`src/rtl/mult_nn_pkg.sv`:
```
// -----------------------------------------------------------------------------
// mult_nn_pkg
// Shared definitions for the multiplier / dot-product datapath.
//   MULT_N    : default multiplier operand width (products are 2*MULT_N bits)
//   DOT_LEN   : default maximum number of products per dot product
//   acc_width : accumulator width = product width + guard bits for LEN terms
//   cnt_width : width of a beat counter able to hold the value LEN
//   state_t   : control states of the dot-product accumulator
// -----------------------------------------------------------------------------
package mult_nn_pkg;

    localparam int MULT_N  = 16;
    localparam int DOT_LEN = 16;

    // Summing LEN values of 2*n bits needs at most clog2(LEN) extra bits,
    // so the accumulator can never wrap.
    function automatic int acc_width(input int n_w, input int len);
        return 2 * n_w + $clog2(len);
    endfunction

    // The counter must represent LEN itself, hence LEN+1 distinct values.
    function automatic int cnt_width(input int len);
        return $clog2(len + 1);
    endfunction

    localparam int ACC_W = acc_width(MULT_N, DOT_LEN);
    localparam int CNT_W = cnt_width(DOT_LEN);

    typedef enum logic [1:0] {
        IDLE  = 2'd0,
        ACCUM = 2'd1,
        HOLD  = 2'd2
    } state_t;

endpackage : mult_nn_pkg

```
`src/rtl/dot_accum.sv`:
```
// -----------------------------------------------------------------------------
// dot_accum
// Accumulates a stream of unsigned products into a dot product of up to LEN
// terms and presents the result with a valid/ready handshake.
//
// Parameters
//   n     : multiplier operand width, products are 2*n bits
//   LEN   : maximum number of products per dot product (LEN >= 1)
//
// Ports
//   clk        : clock, all state updates on the rising edge
//   rst_n      : asynchronous active-low reset
//   in_valid   : product beat present
//   in_ready   : block accepts a beat this cycle
//   in_prod    : unsigned product (2*n bits)
//   in_last    : final beat of a vector shorter than LEN
//   out_valid  : completed dot product available
//   out_ready  : consumer takes the result
//   out_sum    : unsigned sum of the vector's products (ACC_W bits)
//   out_count  : number of beats summed into out_sum (CNT_W bits)
//
// Behaviour summary
//   IDLE  : ready for the first beat of a vector.
//   ACCUM : adding further beats until LEN beats or an in_last beat.
//   HOLD  : result presented and held stable; input readiness follows
//           out_ready so a new vector can start on the same cycle the
//           result is taken, keeping the stream gap-free.
// -----------------------------------------------------------------------------
module dot_accum
    import mult_nn_pkg::*;
#(
    parameter int  n     = MULT_N,
    parameter int  LEN   = DOT_LEN,
    localparam int ACC_W = acc_width(n, LEN),
    localparam int CNT_W = cnt_width(LEN)
) (
    input  logic               clk,
    input  logic               rst_n,
    input  logic               in_valid,
    output logic               in_ready,
    input  logic [2*n-1:0]     in_prod,
    input  logic               in_last,
    output logic               out_valid,
    input  logic               out_ready,
    output logic [ACC_W-1:0]   out_sum,
    output logic [CNT_W-1:0]   out_count
);

    localparam logic [CNT_W-1:0] LEN_CNT = CNT_W'(LEN);
    localparam logic [CNT_W-1:0] ONE_CNT = CNT_W'(1);
    // With LEN==1 every vector is complete after its first beat.
    localparam bit               SINGLE  = (LEN == 1);

    state_t             state_reg, state_next;
    logic [ACC_W-1:0]   acc_reg,   acc_next;
    logic [CNT_W-1:0]   cnt_reg,   cnt_next;

    logic [ACC_W-1:0]   prod_ext;
    logic [CNT_W-1:0]   cnt_inc;
    logic               accept;

    assign prod_ext = ACC_W'(in_prod);
    assign cnt_inc  = cnt_reg + ONE_CNT;

    // -------------------------------------------------------------------------
    // State register
    // -------------------------------------------------------------------------
    always_ff @(posedge clk or negedge rst_n) begin
        if (!rst_n) begin
            state_reg <= IDLE;
            acc_reg   <= '0;
            cnt_reg   <= '0;
        end else begin
            state_reg <= state_next;
            acc_reg   <= acc_next;
            cnt_reg   <= cnt_next;
        end
    end

    // -------------------------------------------------------------------------
    // Next-state and output logic
    // -------------------------------------------------------------------------
    always_comb begin
        state_next = state_reg;
        acc_next   = acc_reg;
        cnt_next   = cnt_reg;
        in_ready   = 1'b0;
        out_valid  = 1'b0;
        accept     = 1'b0;

        unique case (state_reg)
            IDLE: begin
                in_ready = 1'b1;
                accept   = in_valid;
                if (accept) begin
                    acc_next   = prod_ext;
                    cnt_next   = ONE_CNT;
                    state_next = (in_last || SINGLE) ? HOLD : ACCUM;
                end
            end

            ACCUM: begin
                in_ready = 1'b1;
                accept   = in_valid;
                if (accept) begin
                    acc_next = acc_reg + prod_ext;
                    cnt_next = cnt_inc;
                    // Reaching LEN closes the vector whether or not in_last
                    // is set, so a redundant in_last on that beat is harmless.
                    if ((cnt_inc == LEN_CNT) || in_last) begin
                        state_next = HOLD;
                    end
                end
            end

            HOLD: begin
                out_valid = 1'b1;
                // A beat can only be taken when the held result leaves this
                // cycle; otherwise the new beat would overwrite it.
                in_ready  = out_ready;
                accept    = in_valid && out_ready;
                if (out_ready) begin
                    if (accept) begin
                        acc_next   = prod_ext;
                        cnt_next   = ONE_CNT;
                        state_next = (in_last || SINGLE) ? HOLD : ACCUM;
                    end else begin
                        state_next = IDLE;
                    end
                end
            end

            default: begin
                state_next = IDLE;
            end
        endcase
    end

    // The accumulator only changes on an accept, so while in HOLD these stay
    // stable until the result is consumed.
    assign out_sum   = acc_reg;
    assign out_count = cnt_reg;

endmodule : dot_accum

```
`config.mk`:
```
export PLATFORM = sky130hd
export DESIGN_NAME = dot_accum
export DESIGN_NICKNAME = d
export VERILOG_FILES = /design/src/rtl/mult_nn_pkg.sv /design/src/rtl/dot_accum.sv
export SDC_FILE = /design/constraint.sdc
export NUM_CORES = 1
export LEC_CHECK = 0
export CAP_MARGIN = 20
export CORE_MARGIN = 10
export CORE_UTILIZATION = 30
export DETAILED_ROUTE_END_ITERATION = 10
export PLACE_DENSITY = 0.6
export SKIP_CTS_REPAIR_TIMING = 1
export SYNTH_ARGS = -nofsm -noshare
export SYNTH_HDL_FRONTEND = slang
export SYNTH_SLANG_ARGS = --single-unit
export TNS_END_PERCENT = 20
```
`constraint.sdc`:
```
create_clock -name clk -period 6.8 [get_ports clk]
set_input_delay 1.36 -clock clk [delete_from_list [all_inputs] [get_ports clk]]
set_output_delay 1.36 -clock clk [all_outputs]
set_load 0.05 [all_outputs]
```
==> flow_summary_export.csv, run 1 <==
group,metric,value,unit
cells_and_area,final_core_util,39.9,%
global_route,grt_pass1_wl,18.0,mm
timing,slew_viol_final,0,
power,pwr-share-seq,20.2,%
floorplan,num_rows,40,
floorplan,io-pin-count,80,
timing,holdWs,0.539,ns
yosys,synth_edf_count,0,
yosys,synthArstFlopShare,100,%
worst_setup_path,startpoint_type,"primary input",
cells_and_area,drive_gt1_share,4.55,%
route,avgRoutedWirePerCell,16.7,microns
yosys,seq_area_frac_synth,29.5,%
cells_and_area,nNetsFinal,575,
route,drt_iter0_drc,181,
worst_setup_path,crit_required,5.44,ns
route,drtAntennaViolNets,0,
global_route,globalRouteOverflowTotal,0,
timing,slew_headroom,32.0,%
placement,io_buffers,79,
floorplan,die-width,130,microns
yosys,synth_area,3650,sq um
worst_setup_path,cp.arrival,2.88,ns
power,p_leak,1.92,nW
power,internal_power,1.04,mW
placement,gp_congestion,0.903,
global_route,grt_pass1_vias,3577,
timing,setup_viol,0,
power,p_sw,1.01,mW
floorplan,dieArea,17000,sq um
yosys,synth_area_leader_cell,"dfrtp_1",
cts,htreeDepth,2,
cts,cts_buffer_depth,2,
route,dr_total_vias,3505,
run_status,status,"finished clean",
yosys,synthFlopType,"dfrtp_1",
run,cap_viol_max_count,0,
timing,rsz0062_at_grt,"no",
floorplan,core,12000,sq um
yosys,yosysUniqueCellTypes,63,
power,clkPwrFrac,15.4,%
cts,cts-root-buf,"clkbuf_16",
floorplan,die_h,130,microns
power,power_density,431,nW/um^2
placement,dpl.hpwl,8.42,mm
timing,max_freq,236,MHz
timing,skew,0.00384,ns
yosys,yosys-top-cells-area,"dfrtp_1, ha_1, a21oi_1",
yosys,synth_area_per_cell,8.47,sq um
cells_and_area,n_antenna_cell,0,
global_route,grt_max_degree,44,
route,avgViaCountPerCell,5.38,
timing,post-route-min-period,4.24,ns
yosys,ys_warn_count,0,
timing,finalHoldViolCount,0,
global_route,antenna_found_initial,0,
yosys,synth_nets,502,
route,post-route-drc-count,0,
yosys,ys_ff_latch,43,
yosys,synth_top_area_share,29.5,%
route,firstDrtPassIters,5,
power,peakVddDrop,169,uV
cts,cts_tree,"done",
worst_setup_path,endpoint_kind,"output pin",
timing,setup_tns,0,ns
power,p_total,2.05,mW
cts,cts_made_buffers,5,
cts,numClockSinks,43,
hold_path,hp-class,"flop to flop",
power,swShare,49.2,%
timing,period_share,62.4,%
cts,clkLatencyLatePin,0.28,ns
cells_and_area,area_growth,30.7,%
cells_and_area,largest_reg_flops,36,
yosys,syn_inst,431,
worst_setup_path,path_max_fanout,3,
floorplan,initial_utilization,30.5,%
timing,worst_pin_slew,1.02,ns
route,drt_wl_total,10.9,mm
worst_setup_path,crit_type,"primary input to output pin",
power,combinationalPowerShare,64.4,%
global_route,grt.total_usage,13.0,%
cts,path_clk_slew,0.06,ns
worst paths after layout:
check | startpoint | slack (ns) | cells after the start | endpoint
hold reg to reg | out_sum[21]$_DFFE_PN0P_ | 0.54 | 2 | out_sum[21]$_DFFE_PN0P_
hold / removal | out_sum[21]$_DFFE_PN0P_ | 0.54 | 2 | out_sum[21]$_DFFE_PN0P_
max in group asynchronous | rst_n | 5.28 | 2 | out_sum[23]$_DFFE_PN0P_
setup reg to reg | out_sum[7]$_DFFE_PN0P_ | 4.02 | 9 | out_sum[28]$_DFFE_PN0P_
min in group asynchronous | rst_n | 1.02 | 1 | out_sum[7]$_DFFE_PN0P_
setup / recovery | out_ready | 2.56 | 4 | in_ready
per-stage QoR:
step | cells | cell area, sq um | setup slack (ns)
finish | 652 | 4770 | 2.56
global route | 652 | 4770 | 2.50
CTS | 651 | 4750 | 2.56
detailed placement | 643 | 4560 | 2.56
global placement | 643 | 4560 | 2.58
floorplan | 431 | 3650 | 3.41
synth_stat cells (all sizes together) (3+ instances only):
| library cell | number |
|---|---|
| o21a | 8 |
| buf | 6 |
| nand2b | 5 |
| nand3 | 8 |
| xnor2 | 20 |
| inv | 11 |
| xor2 | 15 |
| nor3 | 11 |
| nand2 | 40 |
| and2 | 5 |
| ha | 33 |
| clkbuf | 10 |
| o31ai | 4 |
| o221ai | 3 |
| a211oi | 5 |
| o211ai | 6 |
| o21ai | 50 |
| dfrtp | 43 |
| a22oi | 26 |
| nor2 | 24 |
| a21oi | 43 |
| nand4 | 5 |
| a21o | 8 |
| nor2b | 6 |
| or4 | 3 |
cell families (layout without fill, tap and decap cells):
| logic type | after synthesis | in the layout | share of synthesized area [%] |
|---|---|---|---|
| xor gates and xnor gates | 35 | 35 | 8.40 |
| DFF | 43 | 43 | 29.5 |
| adders and majority gates | 34 | 34 | 11.9 |
| AOI/OAI and AO/OA | 172 | 172 | 30.3 |
| muxes | 1 | 1 | 0.309 |
| and+or+nand+nor | 119 | 119 | 16.2 |
| buffers and inverters | 27 | 101 | 3.39 |
routing by layer:
layer / part of all wire, % / track usage [%]
met5: 0 / 0
met4: 0.40 / 2.45
met3: 6.4 / 3.16
met2: 48 / 22.7
met1: 45 / 16.0
placed cells by master, fill, tap and decap left out, drive strengths merged, types with 2 or more instances in the layout:
| cell type | count |
|---|---|
| nand2 | 40 |
| a311oi | 2 |
| xor2 | 15 |
| o22ai | 2 |
| a221o | 2 |
| and2 | 5 |
| dfrtp | 43 |
| ha | 33 |
| xnor2 | 20 |
| a21o | 8 |
| a21oi | 43 |
| nor2b | 6 |
| o21ai | 50 |
| and3 | 2 |
| a31oi | 2 |
| nor3 | 11 |
| o31ai | 4 |
| nand2b | 5 |
| clkdlybuf4s50 | 78 |
| or4 | 3 |
| buf | 4 |
| inv | 11 |
| nand3 | 8 |
| o221ai | 3 |
| o211ai | 6 |
| a211oi | 5 |
| bufinv | 2 |
| nor2 | 24 |
| nand4 | 5 |
| and3b | 2 |
| o21a | 8 |
| a22oi | 26 |
| o31a | 2 |
| clkbuf | 5 |
| or2 | 2 |
final cells by class:
cell class                 count  area (sq um)
clock buffer                   5           125
clock inverter                 3          67.6
fill                        1216          7190
inverter                      11          41.3
multi-input combinational    361          2450
sequential                    43          1080
tap                          147           184
timing repair buffer          82           821
power groups by stage:
stage / sequential (mW) / combinational [mW] / clock, mW
after floorplan: 0.680 / 0.691 / 0
after global placement: 0.416 / 1.32 / 0
after detailed placement: 0.419 / 1.32 / 0
after CTS: 0.415 / 1.33 / 0.328
after global routing: 0.430 / 1.45 / 0.338
final: 0.415 / 1.32 / 0.316
worst max-delay path: stages:
cell	delay (ns)
clkdlybuf4s50_1	0.48
inv_1	0.05
o21ai_2	0.14
clkdlybuf4s50_1	0.84
(Power assumes the default switching activity.)
==> run 2: changes to the inputs <==
--- a/config.mk
+++ b/config.mk
@@ -9,7 +9,7 @@
 export CORE_MARGIN = 10
 export CORE_UTILIZATION = 30
 export DETAILED_ROUTE_END_ITERATION = 10
-export PLACE_DENSITY = 0.6
+export PLACE_DENSITY = 0.62
 export SKIP_CTS_REPAIR_TIMING = 1
 export SYNTH_ARGS = -nofsm -noshare
 export SYNTH_HDL_FRONTEND = slang
==> constraint.sdc (replaced) <==
create_clock -name clk -period 3.5 [get_ports clk]
set_input_delay 0.7 -clock clk [delete_from_list [all_inputs] [get_ports clk]]
set_output_delay 0.7 -clock clk [all_outputs]
set_load 0.05 [all_outputs]
==> flow_summary_export.csv, run 2 (synthesis results as in run 1) <==
group,metric,value,unit
floorplan,initial_utilization,30.5,%
cells_and_area,stdcell_area,4860,sq um
timing,setup_viol,0,
route,drtAntennaViolNets,0,
timing,max_freq,314,MHz
global_route,grtUsageMet3,2.92,%
floorplan,io-pin-count,80,
floorplan,die_h,130,microns
worst_setup_path,timing.rr.end,"out_sum[34]$_DFFE_PN0P_",
cells_and_area,regArea,1080,sq um
placement,io_buffers,79,
worst_setup_path,startpoint_type,"primary input",
timing,slew_headroom,56.5,%
floorplan,num_rows,40,
route,dr_total_vias,3623,
timing,period_share,91.1,%
cells_and_area,drive_gt1_share,7.13,%
cts,clkLatencyLatePin,0.29,ns
cells_and_area,nNetsFinal,589,
cells_and_area,fillers,1191,
placement,dpl_cell_area,4660,sq um
cts,numClockSinks,43,
global_route,met1_usage,17.3,%
cells_and_area,fin_cells,666,
run_status,status,"finished clean",
worst_setup_path,cp-startpoint,"in_prod[0]",
cells_and_area,largest_reg_flops,36,
cts,cts_tree,"done",
global_route,grt_max_degree,44,
route,drt_wl_total,11.6,mm
cells_and_area,area_growth,33.0,%
worst_setup_path,crit_type,"primary input to flop",
global_route,met2_usage,23.8,%
placement,dp_worst_setup_slack,0.0379,ns
worst_setup_path,endpoint_kind,"flop",
cells_and_area,final_cell_mix,"clkdlybuf4s50_1, a21oi_1, o21ai_0, dfrtp_1, nand2_1",
timing,rsz0062_at_grt,"no",
route,post-route-drc-count,0,
timing,worst_slack,0.311,ns
timing,post-route-min-period,3.19,ns
floorplan,dieArea,17000,sq um
worst_setup_path,cp.arrival,3.36,ns
placement,placed_cells,657,
hold_path,hp-class,"primary input to asynchronous set/reset pin",
global_route,grt-busiest-layer,"met2",
run,cap_viol_max_count,0,
placement,gp_congestion,0.914,
cts,cts-root-buf,"clkbuf_16",
worst_setup_path,path_max_fanout,4,
worst_setup_path,crit_required,3.67,ns
power,peakVddDrop,358,uV
route,avgViaCountPerCell,5.44,
route,avgRoutedWirePerCell,17.5,microns
cts,htreeDepth,2,
global_route,grt_pass1_wl,19.1,mm
global_route,antenna_found_initial,0,
global_route,grt_pass1_vias,3762,
floorplan,die-width,130,microns
cts,cts_buffer_depth,2,
cells_and_area,n_antenna_cell,0,
cts,path_clk_slew,0.07,ns
power,p_leak,1.99,nW
timing,skew,0.00406,ns
cells_and_area,layout_commonest_cell,"clkdlybuf4s50_1",
timing,finalHoldViolCount,0,
floorplan,core,12000,sq um
worst_setup_path,r2r-start,"out_sum[0]$_DFFE_PN0P_",
timing,slew_viol_final,0,
timing,worst_pin_slew,0.651,ns
timing,setup_tns,0,ns
worst_setup_path,rrSetupSlack,0.83,ns
power,power_density,834,nW/um^2
route,firstDrtPassIters,5,
cts,cts_made_buffers,5,
worst_setup_path,rr_worst_depth,11,
global_route,grt.total_usage,13.8,%
placement,dpl.hpwl,9.10,mm
global_route,globalRouteOverflowTotal,0,
cells_and_area,multi_input_area,2450,sq um
route,drt_iter0_drc,240,
==> run 2: cell types whose count changed in the layout (fill, tap and decap cells not counted) <==
cell / delta
buf_4: +14
bufinv_16: -1
clkbuf_8: +1
clkinv_2: +1
clkinvlp_4: -1
==> run 2: area by class of cell <==
class                           count  share of cell area (%)
Multi-Input combinational cell    361                    50.6
Sequential cell                    43                    22.2
Timing Repair Buffer               96                    19.1
Tap cell                          147                    3.79
Clock buffer                        6                    2.86
Inverter                           11                   0.850
Clock inverter                      2                   0.721
==> run 2: worst max path at each step <==
stage                                          to  cells after the start  slack [ns]
after floorplan           out_sum[35]$_DFFE_PN0P_                      9        0.77
after global routing      out_sum[34]$_DFFE_PN0P_                     12        0.08
after CTS                 out_sum[34]$_DFFE_PN0P_                     12        0.32
after detailed placement  out_sum[34]$_DFFE_PN0P_                     12        0.04
final                     out_sum[34]$_DFFE_PN0P_                     12        0.31
after global placement    out_sum[34]$_DFFE_PN0P_                     12        0.10
==> run 2: metrics by stage <==
| step | power [mW] | utilization, % | hold slack (ns) |
|---|---|---|---|
| 2_1_floorplan | 2.66 | - | 0.404 |
| 3_3_place_gp | 3.45 | 39.0 | 0.507 |
| 3_5_place_dp | 3.47 | 39.0 | 0.516 |
| 4_1_cts | 4.07 | 40.4 | 0.531 |
| 5_1_grt | 4.35 | 40.6 | 0.392 |
| 6_report | 4.05 | 40.6 | 0.351 |
==> run 2: worst max-delay path, stage by stage <==
cell and delay, ns:
clkdlybuf4s50_1 0.48, ha_1 0.19, inv_1 0.07, fa_1 0.39, nand2b_1 0.18, a21oi_1 0.21
o21ai_1 0.20, a311oi_2 0.36, nor3_1 0.13, nor3_1 0.25, xnor2_1 0.14, nor2_1 0.05
==> run 2: report_power, final <==
group	total, mW	internal, mW	switching [mW]
Sequential	0.813	0.653	0.159
Clock	0.573	0.356	0.218
Combinational	2.66	1.03	1.63
==> run 2: per-layer routing <==
layer | part of all wire, % | vias to the layer above
met2 | 48 | 101
met5 | 0 | -
met3 | 5.4 | 7
li1 | - | 1787
met4 | 0.76 | 0
met1 | 46 | 1728
==> run 3: changes to the inputs <==
--- a/config.mk
+++ b/config.mk
@@ -5,11 +5,12 @@
 export SDC_FILE = /design/constraint.sdc
 export NUM_CORES = 1
 export LEC_CHECK = 0
-export CAP_MARGIN = 20
+export ABC_AREA = 1
+export CAP_MARGIN = 25
 export CORE_MARGIN = 10
 export CORE_UTILIZATION = 30
 export DETAILED_ROUTE_END_ITERATION = 10
-export PLACE_DENSITY = 0.62
+export PLACE_DENSITY = 0.6
 export SKIP_CTS_REPAIR_TIMING = 1
 export SYNTH_ARGS = -nofsm -noshare
 export SYNTH_HDL_FRONTEND = slang
==> flow_summary_export.csv, run 3 <==
group,metric,value,unit
run,cap_viol_max_count,0,
worst_setup_path,timing.rr.end,"out_sum[32]$_DFFE_PN0P_",
yosys,synth_commonest_cells,"nand2_1, inv_1, nor2_1",
worst_setup_path,cp-startpoint,"out_ready",
yosys,yosysUniqueCellTypes,40,
worst_setup_path,crit_type,"primary input to output pin",
cts,cts_made_buffers,5,
timing,setup_tns,0,ns
yosys,syn_inst,712,
yosys,synth_fa_ha_area_share,9.65,%
worst_setup_path,r2r-start,"out_sum[0]$_DFFE_PN0P_",
timing,holdWs,0.366,ns
yosys,yosys-top-cells-area,"dfrtp_1, nand2_1, ha_1",
route,drt_wl_total,14.2,mm
yosys,seq_area_frac_synth,24.0,%
cts,numClockSinks,43,
yosys,synth_nets,783,
timing,worst_pin_slew,0.567,ns
timing,post-route-min-period,2.95,ns
yosys,synthArstFlopShare,100,%
timing,skew,0.0100,ns
floorplan,num_rows,44,
yosys,synth_area_leader_cell,"dfrtp_1",
worst_setup_path,rrSetupSlack,1.28,ns
cells_and_area,final_cell_mix,"nand2_1, inv_1, clkdlybuf4s50_1, nor2_1, dfrtp_1",
cells_and_area,largest_reg_flops,36,
route,avgViaCountPerCell,4.66,
yosys,yosysMostFrequentCell,"nand2_1",
floorplan,core,14600,sq um
cells_and_area,area_growth,25.7,%
global_route,grt_max_degree,24,
global_route,grt_pass1_vias,4597,
cts,cts_tree,"done",
timing,setup_viol,0,
floorplan,dieArea,20200,sq um
worst_setup_path,rr_worst_depth,15,
run_status,status,"finished clean",
cells_and_area,n_antenna_cell,0,
cells_and_area,final_core_util,38.6,%
worst_setup_path,startpoint_type,"primary input",
timing,finalHoldViolCount,0,
placement,dpl.hpwl,11.7,mm
worst_setup_path,path_max_fanout,3,
route,avgRoutedWirePerCell,14.5,microns
cts,cts_buffer_depth,2,
yosys,synth_area_per_cell,6.30,sq um
worst_setup_path,crit_required,2.80,ns
global_route,globalRouteOverflowTotal,0,
yosys,ys_warn_count,0,
route,firstDrtPassIters,5,
floorplan,die-width,142,microns
cts,htreeDepth,2,
yosys,synth_edf_count,0,
timing,period_share,84.3,%
global_route,antenna_found_initial,0,
yosys,synth_simple_gate_area_share,37.2,%
worst_setup_path,cp.arrival,2.25,ns
power,power_density,997,nW/um^2
cells_and_area,nNetsFinal,863,
cells_and_area,drive_gt1_share,6.94,%
power,peakVddDrop,417,uV
floorplan,io-pin-count,80,
cts,clkLatencyLatePin,0.31,ns
cts,path_clk_slew,0.07,ns
floorplan,die_h,142,microns
global_route,grt.total_usage,14.5,%
timing,max_freq,339,MHz
route,drtAntennaViolNets,0,
floorplan,initial_utilization,30.7,%
route,post-route-drc-count,0,
yosys,synthXorXnorAreaFrac,2.93,%
placement,io_buffers,79,
yosys,synth_compound_area_share,14.1,%
placement,gp_congestion,0.934,
route,dr_total_vias,4554,
cells_and_area,layout_commonest_cell,"nand2_1",
yosys,synth_top_area_share,24.0,%
cts,cts-root-buf,"clkbuf_16",
timing,rsz0062_at_grt,"no",
route,drt_iter0_drc,237,
timing,slew_viol_final,0,
yosys,ys_ff_latch,43,
timing,slew_headroom,62.1,%
yosys,synthMuxAreaShare,0.223,%
yosys,synth_top_family_by_area,"simple AND/OR/NAND/NOR gates",
yosys,synthFlopType,"dfrtp_1",
yosys,synth_area,4480,sq um
hold_path,hp-class,"primary input to asynchronous set/reset pin",
power,p_leak,2.93,nW
worst_setup_path,endpoint_kind,"output pin",
global_route,grt_pass1_wl,23.9,mm
-- run 3: cell types whose count changed in the layout (fill, tap and decap cells not counted), sizes merged, moves of 10 or more --
cell and delta:
buf -13, inv +104, nand2 +244, a22oi -26, o21ai -33, xor2 -12, nor2 +38, a22o +10
nand3 +29
-- run 3: kinds of logic after synthesis --
kind of cell,after synthesis
fa+ha+maj,34
xor+xnor,15
simple gates,401
buf+inv,125
flops,43
compound gates,93
mux,1
-- run 3: per-layer routing --
| metal | vias to the layer above | routed length, microns | global-route usage (%) |
|---|---|---|---|
| li1 | 2410 | - | - |
| met4 | 0 | 240 | 4.68 |
| met1 | 2022 | 6930 | 19.2 |
| met2 | 110 | 6060 | 22.4 |
| met5 | - | 0 | 0 |
| met3 | 12 | 961 | 3.94 |
-- run 3: how the worst max path moves through the flow --
stage / slack (ns) / cells past startpoint / to
4_1_cts: 0.54 / 4 / in_ready
3_5_place_dp: 0.47 / 16 / out_sum[32]$_DFFE_PN0P_
5_1_grt: 0.49 / 4 / in_ready
6_report: 0.55 / 4 / in_ready
2_1_floorplan: 1.21 / 15 / out_sum[32]$_DFFE_PN0P_
3_3_place_gp: 0.52 / 16 / out_sum[24]$_DFFE_PN0P_
-- run 3: cell type report --
class,count,area (sq um)
clock inverters,2,60.1
repair buffers,83,828
inverters,115,437
well taps,184,230
fillers,1589,8950
clock buffers,6,129
multi-input cells,544,2880
flip-flops and latches,43,1080
-- run 3: worst max-delay path, stage by stage --
cell and delay (ns):
clkdlybuf4s50_1 0.50, nor2_4 0.05, a21oi_2 0.16, clkdlybuf4s50_1 0.84
-- run 3: per-stage QoR --
step,total power [mW],instance area [sq um],worst slack (ns),cells
2_1_floorplan,3.85,4480,1.21,712
3_3_place_gp,4.99,5430,0.522,968
3_5_place_dp,5.00,5450,0.468,969
4_1_cts,5.67,5640,0.535,977
5_1_grt,6.14,5640,0.488,977
6_report,5.62,5640,0.549,977
-- run 3: power by group --
part / total [mW] / switching, mW / internal (mW)
logic: 4.05 / 2.69 / 1.36
registers: 0.941 / 0.222 / 0.719
clock network: 0.627 / 0.218 / 0.410
